[src/rtl/irig_b_dc_encoder.sv]
`default_nettype none
// +--------------------------------------------------------------------------+
// | irig_b_dc_encoder                                                        |
// | Buffers ASCII IRIG-B symbols ('0','1','P') and emits the DC pulse code.  |
// | Revision: 1.0                                                            |
// +--------------------------------------------------------------------------+
module irig_b_dc_encoder #(
  parameter int SLOT_CYCLES = 50000,
  parameter int FIFO_DEPTH  = 4
) (
  input  logic       clk,
  input  logic       rst,
  input  logic [7:0] sym_data,
  input  logic       sym_valid,
  output logic       sym_ready,
  output logic       irig_out,
  output logic       busy,
  output logic       frame_start,
  output logic       sym_err,
  output logic       underrun
);

  localparam int c_CNT_W = (SLOT_CYCLES > 1) ? $clog2(SLOT_CYCLES) : 1;
  localparam int c_PTR_W = (FIFO_DEPTH > 1) ? $clog2(FIFO_DEPTH) : 1;
  localparam logic [c_CNT_W-1:0] c_SLOT_LAST = c_CNT_W'(SLOT_CYCLES - 1);
  localparam logic [c_PTR_W:0]   c_FULL_CNT  = (c_PTR_W + 1)'(FIFO_DEPTH);
  localparam logic [3:0]         c_LAST_IDX  = 4'd9;

  localparam logic [1:0] c_SYM_0 = 2'd0;
  localparam logic [1:0] c_SYM_1 = 2'd1;
  localparam logic [1:0] c_SYM_P = 2'd2;

  localparam logic [1:0] c_ST_IDLE = 2'd0;
  localparam logic [1:0] c_ST_HIGH = 2'd1;
  localparam logic [1:0] c_ST_LOW  = 2'd2;

  logic [1:0]         r_mem [FIFO_DEPTH];
  logic [c_PTR_W-1:0] r_wr_ptr;
  logic [c_PTR_W-1:0] r_rd_ptr;
  logic [c_PTR_W:0]   r_count;
  logic               r_ready_en;
  logic               r_sym_err;

  logic [1:0]         r_state;
  logic [c_CNT_W-1:0] r_slot_cnt;
  logic [3:0]         r_slot_idx;
  logic [3:0]         r_width;
  logic               r_prev_was_p;
  logic               r_fs_pend;
  logic               r_frame_start;
  logic               r_underrun;
  logic               r_irig;

  logic       w_full;
  logic       w_empty;
  logic       w_accept;
  logic       w_sym_ok;
  logic [1:0] w_sym_code;
  logic       w_push;
  logic       w_pop;
  logic [1:0] w_head;
  logic [3:0] w_head_width;
  logic       w_slot_end;

  assign w_full     = (r_count == c_FULL_CNT);
  assign w_empty    = (r_count == '0);
  assign sym_ready  = r_ready_en & ~w_full;
  assign w_accept   = sym_valid & sym_ready;
  assign w_push     = w_accept & w_sym_ok;
  assign w_head     = r_mem[r_rd_ptr];
  assign w_slot_end = (r_slot_cnt == c_SLOT_LAST);
  assign w_pop      = ~w_empty & ((r_state == c_ST_IDLE) |
                      ((r_state == c_ST_LOW) & w_slot_end & (r_slot_idx == c_LAST_IDX)));

  always_comb begin
    w_sym_ok   = 1'b1;
    w_sym_code = c_SYM_0;
    case (sym_data)
      8'h30:   w_sym_code = c_SYM_0;
      8'h31:   w_sym_code = c_SYM_1;
      8'h50:   w_sym_code = c_SYM_P;
      default: w_sym_ok   = 1'b0;
    endcase
  end

  // High width in slots for the symbol at the FIFO head
  always_comb begin
    w_head_width = 4'd2;
    case (w_head)
      c_SYM_1: w_head_width = 4'd5;
      c_SYM_P: w_head_width = 4'd8;
      default: w_head_width = 4'd2;
    endcase
  end

  always_ff @(posedge clk) begin
    if (w_push) r_mem[r_wr_ptr] <= w_sym_code;
  end

  always_ff @(posedge clk or posedge rst) begin
    if (rst) begin
      r_wr_ptr   <= '0;
      r_rd_ptr   <= '0;
      r_count    <= '0;
      r_ready_en <= 1'b0;
      r_sym_err  <= 1'b0;
    end else begin
      r_ready_en <= 1'b1;
      r_sym_err  <= w_accept & ~w_sym_ok;
      if (w_push) r_wr_ptr <= r_wr_ptr + 1'b1;
      if (w_pop)  r_rd_ptr <= r_rd_ptr + 1'b1;
      case ({w_push, w_pop})
        2'b10:   r_count <= r_count + 1'b1;
        2'b01:   r_count <= r_count - 1'b1;
        default: r_count <= r_count;
      endcase
    end
  end

  // irig_out and frame_start trail the state by one cycle so they stay aligned
  always_ff @(posedge clk or posedge rst) begin
    if (rst) begin
      r_state       <= c_ST_IDLE;
      r_slot_cnt    <= '0;
      r_slot_idx    <= '0;
      r_width       <= '0;
      r_prev_was_p  <= 1'b0;
      r_fs_pend     <= 1'b0;
      r_frame_start <= 1'b0;
      r_underrun    <= 1'b0;
      r_irig        <= 1'b0;
    end else begin
      r_fs_pend     <= 1'b0;
      r_underrun    <= 1'b0;
      r_irig        <= (r_state == c_ST_HIGH);
      r_frame_start <= r_fs_pend;
      if (w_pop) begin
        r_state      <= c_ST_HIGH;
        r_slot_cnt   <= '0;
        r_slot_idx   <= '0;
        r_width      <= w_head_width;
        r_fs_pend    <= (w_head == c_SYM_P) & r_prev_was_p;
        r_prev_was_p <= (w_head == c_SYM_P);
      end else begin
        case (r_state)
          c_ST_HIGH: begin
            if (w_slot_end) begin
              r_slot_cnt <= '0;
              r_slot_idx <= r_slot_idx + 4'd1;
              if (r_slot_idx == r_width - 4'd1) r_state <= c_ST_LOW;
            end else begin
              r_slot_cnt <= r_slot_cnt + 1'b1;
            end
          end
          c_ST_LOW: begin
            if (w_slot_end) begin
              r_slot_cnt <= '0;
              if (r_slot_idx == c_LAST_IDX) begin
                r_state      <= c_ST_IDLE;
                r_slot_idx   <= '0;
                r_underrun   <= 1'b1;
                r_prev_was_p <= 1'b0;
              end else begin
                r_slot_idx <= r_slot_idx + 4'd1;
              end
            end else begin
              r_slot_cnt <= r_slot_cnt + 1'b1;
            end
          end
          default: ;
        endcase
      end
    end
  end

  assign irig_out    = r_irig;
  assign busy        = (r_state != c_ST_IDLE);
  assign frame_start = r_frame_start;
  assign sym_err     = r_sym_err;
  assign underrun    = r_underrun;

endmodule
`default_nettype wire

[config.mk]
export PLATFORM = sky130hd
export DESIGN_NAME = irig_b_dc_encoder
export DESIGN_NICKNAME = d
export VERILOG_FILES = /design/src/rtl/irig_b_dc_encoder.sv
export SDC_FILE = /design/constraint.sdc
export NUM_CORES = 1
export LEC_CHECK = 0
export BUFFER_PORTS_ARGS = -buffer_cell sky130_fd_sc_hd__buf_2
export CAP_MARGIN = 20
export CORE_MARGIN = 10
export CORE_UTILIZATION = 40
export CTS_CLUSTER_SIZE = 25
export DETAILED_ROUTE_END_ITERATION = 10
export PLACE_DENSITY = 0.54
export SYNTH_ARGS = -nofsm -noshare
export SYNTH_HDL_FRONTEND = slang
export SYNTH_SLANG_ARGS = --single-unit
[constraint.sdc]
create_clock -name clk -period 3.5 [get_ports clk]
set_clock_uncertainty 0.2 [all_clocks]
set_input_delay 0.7 -clock clk [delete_from_list [all_inputs] [get_ports clk]]
set_output_delay 0.7 -clock clk [all_outputs]
set_load 0.01 [all_outputs]
# Word-level counts from Yosys, hierarchy flattened
# Memory sizes are Yosys's and may differ from the RTL's.
# Cells that the tools add are included.
dict set report totals {
  reg_bits 40
  latch_bits 0
  ram_bits 8
  rom_bits 0
  wordCells 94
  memories 1
}
dict set report classes {
  addsub 7
  multipliers 0
  n_div 0
  n_lt_le_gt_ge 0
  n_eq_ne 17
  shifts 0
  muxes 29
  bitwise_logic 12
  reduce_logical 14
}
# name depth width read_ports rd_clocked_by_memory_dff write_ports line
set mem_list {}
lappend mem_list {r_mem 4 2 1 0 1 37} ;# logic [1:0] r_mem [FIFO_DEPTH];
# op count
set ops {}
lappend ops {{16-bit two-way mux} 3}
lappend ops {{16-bit by 1-bit adder with 16-bit output, second input constant} 1}
lappend ops {{16-bit == test, second input constant} 1}
lappend ops {{8-bit by 6-bit == test with 1-bit output, second input constant} 2}
lappend ops {{4-bit two-way mux} 4}
lappend ops {{4-bit one-hot mux with 2 select lines} 2}
lappend ops {{1-bit two-way mux} 12}
lappend ops {{2-bit nonzero test} 6}
lappend ops {{2-bit two-way mux} 5}
lappend ops {{1-bit bitwise AND} 8}
lappend ops {{8-bit by 7-bit == test with 1-bit output, second input constant} 1}
lappend ops {{2-bit one-hot mux with 2 select lines} 2}
lappend ops {{2-bit by 1-bit == test with 1-bit output, second input constant} 3}
lappend ops {{2-bit == test, second input constant} 3}
lappend ops {{3-bit by 2-bit != test with 1-bit output, second input constant} 2}
lappend ops {{3-bit != test, second input constant} 2}
lappend ops {{3-bit one-hot mux with 2 select lines} 1}
lappend ops {{3-bit AND reduction} 2}
lappend ops {{5-bit AND reduction} 1}
lappend ops {{2-bit by 1-bit adder with 2-bit output, second input constant} 2}
lappend ops {{4-bit by 1-bit adder with 4-bit output, second input constant} 1}
lappend ops {{4-bit == test} 1}
lappend ops {{4-bit == test, second input constant} 1}
lappend ops {{4-bit by 1-bit subtractor with 4-bit output, second input constant} 1}
lappend ops {{10 further kinds} 12}

# Logic depth before layout (Yosys ltp)
# Gate-level depths: netlist of the first run.
dict set report depth {
  word_depth 7
  ltp_mapped 13
  ltp_nobuf 11
}

# Worst setup path before layout of the first run
# No wires, ideal clock.
dict set report synth_timing {
  kind {register to register}
  startpoint {register r_state[0]}
  endpoint {register r_count[2]}
  t_arrival_ns 2.544
  required_time_ns 3.221
  setup_slack_ns 0.677
  path_stages_with_launch 14
  cell_sequence {dfrtp_1 > inv_1 > ha_1 > and4b_1 > clkbuf_1 > nand2_1 > o21ai_1 > buf_2 > ha_1 > inv_1 > fa_1 > xor2_1 > nor2_1 > xor2_1}
}
dict set report synth_between {
  elab_chain_cells 7
}
# item line
set synth_rtl {}
lappend synth_rtl {{start, declared} 44} ;# logic [1:0] r_state;
lappend synth_rtl {{start signal, assigned} 123} ;# r_state <= c_ST_IDLE;
lappend synth_rtl {{start signal, assigned} 138} ;# r_state <= c_ST_HIGH;
lappend synth_rtl {{start signal, assigned} 150} ;# if (r_slot_idx == r_width - 4'd1) r_state <= c_ST_LOW;
lappend synth_rtl {{2-bit == test} 73} ;# ((r_state == c_ST_LOW) & w_slot_end & (r_slot_idx == c_LAST_IDX)));
lappend synth_rtl {{1-bit bitwise AND (2 in series)} 73}
lappend synth_rtl {{1-bit bitwise OR *} 72} ;# assign w_pop = ~w_empty & ((r_state == c_ST_IDLE) |
lappend synth_rtl {{1-bit bitwise AND *} 72}
lappend synth_rtl {{via w_pop} 60} ;# logic w_pop;
lappend synth_rtl {{2-bit by 1-bit == test with 1-bit output / 2-bit == test (equally long branches)} 112} ;# case ({w_push, w_pop})
lappend synth_rtl {{3-bit one-hot mux with 2 select lines / 2-bit nonzero test (equally long branches)} -}
lappend synth_rtl {{end signal, assigned} 113} ;# 2'b10: r_count <= r_count + 1'b1;
lappend synth_rtl {{end signal, assigned} 114} ;# 2'b01: r_count <= r_count - 1'b1;
lappend synth_rtl {{end signal, assigned} 115} ;# default: r_count <= r_count;
lappend synth_rtl {{end, declared} 40} ;# logic [c_PTR_W:0] r_count;
# Mark *: on every way through the listed nets, which the timed path passes. The rest lies on a longest branch.
# A chain may end at the register's enable or synchronous reset.

# Final worst setup path of the first run
dict set report layout_timing {
  startpoint {register r_slot_cnt[5]}
  endpoint {register r_count[2]}
}
dict set report layout_between {
  elab_chain_cells 7
}
# item line
set layout_rtl {}
lappend layout_rtl {{start, declared} 45} ;# logic [c_CNT_W-1:0] r_slot_cnt;
lappend layout_rtl {{start signal, assigned} 152} ;# r_slot_cnt <= r_slot_cnt + 1'b1;
lappend layout_rtl {{start signal, assigned} 167} ;# r_slot_cnt <= r_slot_cnt + 1'b1;
lappend layout_rtl {{16-bit == test *} 71} ;# assign w_slot_end = (r_slot_cnt == c_SLOT_LAST);
lappend layout_rtl {{1-bit bitwise AND * (2 in series)} 73}
lappend layout_rtl {{1-bit bitwise OR *} 72}
lappend layout_rtl {{1-bit bitwise AND *} 72}
lappend layout_rtl {{2-bit by 1-bit == test with 1-bit output / 2-bit == test (equally long branches)} 112}
lappend layout_rtl {{3-bit one-hot mux with 2 select lines / 2-bit nonzero test (equally long branches)} -}
# Every way passes the cells marked *; elsewhere a longest branch is shown, timed or not.

==> summary.md, run 1 <==
| Metric | Value |
|---|---|
| Min Clock Period, post-route | 2.685 ns |
| Slew @ Worst Pin | 0.7396 ns |
| CTS Hold Bufs | 0 |
| Worst-path maximum fanout | 7 |
| CP Capture Type | flop |
| Post-CTS setup buffer count | 0 |
| Wire per inst | 13.83 µm |
| Most frequent cells in the layout | 39 x dfrtp_1, 23 x nor2_1, 22 x inv_1, 18 x nand2_1 |
| Resize count post-CTS | 0 |
| Pre-CTS setup slack | 0.5936 ns |
| DR vias | 1732 |
| Asr flop ratio synth | 0.8298 |
| Mapped cell area | 0.002489 mm² |
| Mapped Nets | 269 |
| Setup_tns | 0 ns |
| Area leader, netlist | dfrtp_1 |
| # DRC | 0 |
| Post-synth top flop | dfrtp_1 |
| EDFF count, synth | 8 |
| VDD IR-drop max | 236.4 µV |
| Syn-to-layout area delta | 11.36% |
| CP Class | flop to flop |
| Register bit total from synthesis | 47 |
| Die height | 98.88 µm |
| Routed wl met2 | 2098 µm |
| # H-tree levels | 2 |
| Yosys cell types | 43 |
| Routed met1 length | 2394 µm |
| Final wirelength | 4701 µm |
| Clock sinks | 47 |
| Avg Inst Size Synth | 10.33 µm² |
| Crit path DAT | 2.73 ns |
| Number of port buffers | 16 |
| GRT Util Overall | 0.1000 |
| Synth top area share | 0.3922 |
| Startpoint Class | flop |
| Starting DRT DRC Count | 83 |
| Placed cell count | 332 |
| Row count | 28 |
| Final setup fails | 0 |
| Grt ovf | 0 |
| WP data required | 3.54 ns |
| Uppermost routed layer | met4 |
| Final worst path period share | 0.7670 |
| Slowest stage delay, CP | 0.48 ns |
| Clock transition at path regs | 0.10 ns |
| Layout cells sized above 1 | 0.1283 |
| Worst setup margin | 0.8154 ns |
| Slew headroom | 0.5005 |
| WL met3 | 149 µm |
| Max-cap violations | 0 |
| RSZ-0062 raised after global routing | no |
| Outcome | complete, no violations |
| Clk_lat worst skew | 0.31 ns |
| Pleak | 1.191 nW |
| CP max stage cell | dfrtp_1 |
| CTS tree | yes |
| Commonest non-fill, non-tap cell in the layout | dfrtp_1 |
| Fmax | 0.3725 GHz |
| DRT Pass-1 Iters | 4 |
| Final Non-Filler Cells | 340 |
| Effective utilization at floorplan | 0.4154 |
| CP delay by family, top | simple AND/OR/NAND/NOR gates |
| Ys Warns | 0 |
| Antenna Nets Post-Route | 0 |
| Core region area | 0.005991 mm² |
| Area contributors post-synth | dfrtp_1 39%, edfxtp_1 9.7%, ha_1 8.0% |
| CP cell instances | nor4b_1 -> nand4_1 -> buf_4 -> o21ai_1 -> ha_1 -> inv_1 -> fa_1 -> xor2_1 -> nor2_1 -> xor2_1 |
| CTS Buf Count | 5 |
| Global-route wire length before repair | 8121 µm |
| Root Buffer | clkbuf_8 |
| Worst Path Buf+Inv | 2 |
| Final nets | 292 |
| RD Place Congestion | 0.7638 |
| Max Transition Viols Final | 0 |
| Final hold viol count | 0 |
| Critical path's most frequent cell | xor2_1 |
| I/O pin cnt | 17 |
| Largest net degree at the start of global routing | 40 |
| Fin Hold WS | 0.1559 ns |
| Hold WC Path Type | flop to flop |
| Cells after Synth | 241 |
| ANT cells | 0 |
| Clock buffer depth | 2 |
| Final core utilization | 0.4626 |
| Initial antenna violation count | 0 |
| Vias per inst | 5.094 |
| Vias in the first global route | 1635 |
| Chip width | 98.88 µm |
| Detailed Place HPWL | 3341 µm |
| Die footprint | 0.009776 mm² |
| PD cells | 529.3 mW/mm² |
| Post-synthesis sequential area ratio | 0.4887 |
==> through the flow <==
stage	power (W)	instance area, µm²
finish	0.001467	2771
global route	0.001583	2771
floorplan	0.001020	2489
CTS	0.001483	2771
global placement	0.001120	2675
detailed placement	0.001127	2675
==> power breakdown <==
group          switching, W  internal [W]
logic              0.000212      0.000177
registers         0.0000813      0.000642
clock network      0.000207      0.000148
total              0.000500      0.000967
==> Yosys cell counts (2+ instances only) <==
master	n
and3_1	2
nand3b_1	3
nand2b_1	3
nand2_1	18
nor4bb_1	2
nand3_1	7
and2_1	5
xnor2_1	14
o21ai_0	13
inv_1	22
buf_2	2
nand4_1	4
a21oi_1	13
and4b_1	2
or3_1	5
mux4_2	2
dfrtp_1	39
nor2b_1	2
nor4b_1	3
ha_1	16
xor2_1	7
nor3_1	6
clkbuf_1	2
edfxtp_1	8
nor2_1	23
==> flip-flops by register name, summed over array words and instances, names as in the netlist <==
signal,flops
sym_err,1
r_slot_cnt,16
r_rd_ptr,2
frame_start,1
r_width,3
r_state,2
r_mem,8
r_prev_was_p,1
r_wr_ptr,2
r_fs_pend,1
r_ready_en,1
irig_out,1
r_slot_idx,4
r_count,3
underrun,1
==> final timing paths <==
check | startpoint | endpoint | slack, ns | depth (start not counted)
worst max-delay path | r_slot_cnt[5]$_DFFE_PP0P_ | r_count[2]$_DFFE_PP0P_ | 0.82 | 10
worst min-delay path | r_fs_pend$_DFF_PP0_ | frame_start$_DFF_PP0_ | 0.16 | 0
worst max register to register | r_slot_cnt[5]$_DFFE_PP0P_ | r_count[2]$_DFFE_PP0P_ | 0.82 | 10
worst min register to register | r_fs_pend$_DFF_PP0_ | frame_start$_DFF_PP0_ | 0.16 | 0
max in group asynchronous | rst | r_state[0]$_DFFE_PP0P_ | 2.43 | 3
min in group asynchronous | rst | r_rd_ptr[0]$_DFFE_PP0N_ | 0.30 | 3
==> routing by layer <==
metal / vias to the layer above / GRT usage
met4: 0 / 0.02977
met5: - / 0
li1: 878 / -
met3: 6 / 0.02933
met2: 22 / 0.1488
met1: 826 / 0.1363
==> kinds of logic (layout without fill, tap and decap cells) <==
group / count (synthesis) / count (layout) / share of synthesized area
xor+xnor: 21 / 21 / 0.07391
simple gates: 89 / 89 / 0.1961
other cells: 1 / 1 / 0.001507
buf+inv: 26 / 50 / 0.04022
fa+ha+maj: 17 / 17 / 0.08849
compound gates: 37 / 37 / 0.08849
flops: 47 / 47 / 0.4887
mux: 3 / 3 / 0.02262
==> cell type report <==
type	instances	area, µm²
Inverter	22	82.58
Timing Repair Buffer	20	110.1
Clock buffer	5	68.82
Clock inverter	3	27.53
Tap cell	75	93.84
Sequential cell	47	1216
Multi-Input combinational cell	168	1172
Fill cell	541	3219
==> worst reg2reg max path, delay by kind of cell, from the launching register on <==
| family | cells | cell delay [ns] |
|---|---|---|
| compound gates | 1 | 0.22 |
| xor+xnor | 2 | 0.29 |
| fa+ha+maj | 2 | 0.59 |
| buf+inv | 2 | 0.24 |
| flops | 1 | 0.48 |
| simple gates | 3 | 0.60 |
Note: power is estimated with default switching activity, not from simulation.
==> inputs of run 2 (changes only) <==
==> constraint.sdc (replaced) <==
create_clock -name clk -period 2.6 [get_ports clk]
set_clock_uncertainty 0.2 [all_clocks]
set_input_delay 0.52 -clock clk [delete_from_list [all_inputs] [get_ports clk]]
set_output_delay 0.52 -clock clk [all_outputs]
set_load 0.01 [all_outputs]
==> summary.md, run 2 (synthesis gave the netlist of run 1 again) <==
| Metric | Value |
|---|---|
| Clk_lat worst skew | 0.30 ns |
| CP delay by family, top | simple AND/OR/NAND/NOR gates |
| Slowest stage delay, CP | 0.38 ns |
| Largest register FFs | 16 |
| DR vias | 1748 |
| Row count | 28 |
| Final wirelength | 4786 µm |
| # H-tree levels | 2 |
| I/O pin cnt | 17 |
| Initial antenna violation count | 0 |
| Clock transition at path regs | 0.09 ns |
| Max Transition Viols Final | 0 |
| Worst reg-to-reg path cell count | 9 |
| CP max stage cell | dfrtp_1 |
| Hold WC Path Type | input pin to asynchronous set/reset pin |
| Placed cell count | 344 |
| Number of port buffers | 16 |
| Crit path from | r_slot_cnt[7]$_DFFE_PP0P_ |
| Clock sinks | 47 |
| Worst reg2reg startpoint | r_slot_cnt[7]$_DFFE_PP0P_ |
| Regs by FF count | r_slot_cnt (16), r_mem (8), r_slot_idx (4) |
| Die footprint | 0.009776 mm² |
| Final nets | 306 |
| Critical path's most frequent cell | xor2_1 |
| Flop-to-flop setup slack | 0.17 ns |
| RSZ-0062 raised after global routing | no |
| Pleak | 1.275 nW |
| Chip width | 98.88 µm |
| Fmax | 0.4115 GHz |
| Starting DRT DRC Count | 60 |
| Final core utilization | 0.4879 |
| Setup_tns | 0 ns |
| DRT Pass-1 Iters | 4 |
| Antenna Nets Post-Route | 0 |
| Core region area | 0.005991 mm² |
| Max-cap violations | 0 |
| Startpoint Class | flop |
| Detailed Place HPWL | 3569 µm |
| CP Class | flop to flop |
| WP data required | 2.63 ns |
| Slew @ Worst Pin | 0.6909 ns |
| CTS tree | yes |
| Clock buffer depth | 2 |
| Worst Path Buf+Inv | 1 |
| RD Place Congestion | 0.7734 |
| Final worst path period share | 0.9348 |
| VDD IR-drop max | 375.4 µV |
| Final hold viol count | 0 |
| Global-route wire length before repair | 8231 µm |
| # DRC | 0 |
| Outcome | complete, no violations |
| Final Non-Filler Cells | 354 |
| Syn-to-layout area delta | 17.45% |
| Vias in the first global route | 1731 |
| CP cell instances | nor4b_1 -> nand4_1 -> o21ai_2 -> ha_4 -> inv_1 -> fa_2 -> xor2_1 -> nor2_1 -> xor2_1 |
| ANT cells | 0 |
| Reg-to-reg endpoint | r_count[2]$_DFFE_PP0P_ |
| Wire per inst | 13.52 µm |
| CTS Buf Count | 5 |
| Grt ovf | 0 |
| Root Buffer | clkbuf_8 |
| CTS Hold Bufs | 0 |
| Commonest non-fill, non-tap cell in the layout | dfrtp_1 |
| Largest net degree at the start of global routing | 40 |
| Min Clock Period, post-route | 2.430 ns |
| Vias per inst | 4.938 |
| Most frequent cells in the layout | 39 x dfrtp_1, 23 x nor2_1, 22 x inv_1, 18 x nand2_1, 18 x buf_4 |
| Worst-path maximum fanout | 2 |
| Layout cells sized above 1 | 0.1828 |
| Slew headroom | 0.5374 |
| PD cells | 709.0 mW/mm² |
| Effective utilization at floorplan | 0.4154 |
| GRT Util Overall | 0.1008 |
| CP Capture Type | flop |
| Crit path DAT | 2.46 ns |
| Most flop-heavy register | r_slot_cnt |
| Die height | 98.88 µm |
| Final setup fails | 0 |
| Cell depth of the worst setup path | 9 |
[run 2: changes by cell type in the layout (fill, tap and decap cells not counted), sizes merged]
cell,previous run,this run
clkinvlp,1,0
clkinv,0,1
inv,24,23
buf,20,34
bufinv,0,1
[run 2: tightest hold or removal path, delay by kind of cell]
family                 cells  cell delay (ns)
buffers and inverters      3             0.56
[run 2: worst max path at each step]
stage,endpoint
floorplan,r_count[2]$_DFFE_PP0P_
global placement,r_count[2]$_DFFE_PP0P_
detailed placement,r_count[1]$_DFFE_PP0P_
CTS,r_count[2]$_DFFE_PP0P_
global route,r_count[2]$_DFFE_PP0P_
finish,r_count[2]$_DFFE_PP0P_
[run 2: timing repair]
item | CTS | global route
gates resized for setup | 0 | 1
buffers inserted | 0 | 2
endpoints found under the setup margin | 0 | 1
[run 2: per-stage QoR]
step                      power (W)  hold WS, ns  setup slack, ns  cell area [µm²]
final                      0.002072       0.1337           0.1696             2923
after detailed placement   0.001551       0.1347           0.1261             2786
after global routing       0.002221       0.1722         0.003006             2923
after global placement     0.001539       0.1323           0.1560             2786
after floorplan            0.001389       0.1312          0.01204             2517
after CTS                  0.002097       0.1498          0.08125             2898
[run 2: area by class of cell]
| class | instances | area (µm²) |
|---|---|---|
| fillers | 574 | 3068 |
| well taps | 75 | 93.84 |
| repair buffers | 34 | 215.2 |
| multi-input cells | 168 | 1204 |
| clock inverters | 3 | 42.54 |
| clock buffers | 5 | 68.82 |
| flip-flops and latches | 47 | 1216 |
| inverters | 22 | 82.58 |
[run 2: where the power goes]
part	internal, W	switching [W]	total (W)	leakage, nW
sequential	0.000864	0.000111	0.000975	0.567
combinational	0.000269	0.000295	0.000564	0.652
clock	0.000287	0.000246	0.000533	0.0562
total	0.00142	0.000653	0.00207	1.27
[run 2: per-layer routing]
| metal | track usage | share of wire | vias to the layer above |
|---|---|---|---|
| met2 | 0.1538 | 0.45 | 14 |
| met5 | 0 | 0 | - |
| met3 | 0.02933 | 0.031 | 4 |
| li1 | - | - | 902 |
| met4 | 0.02315 | 0.0086 | 0 |
| met1 | 0.1367 | 0.52 | 828 |
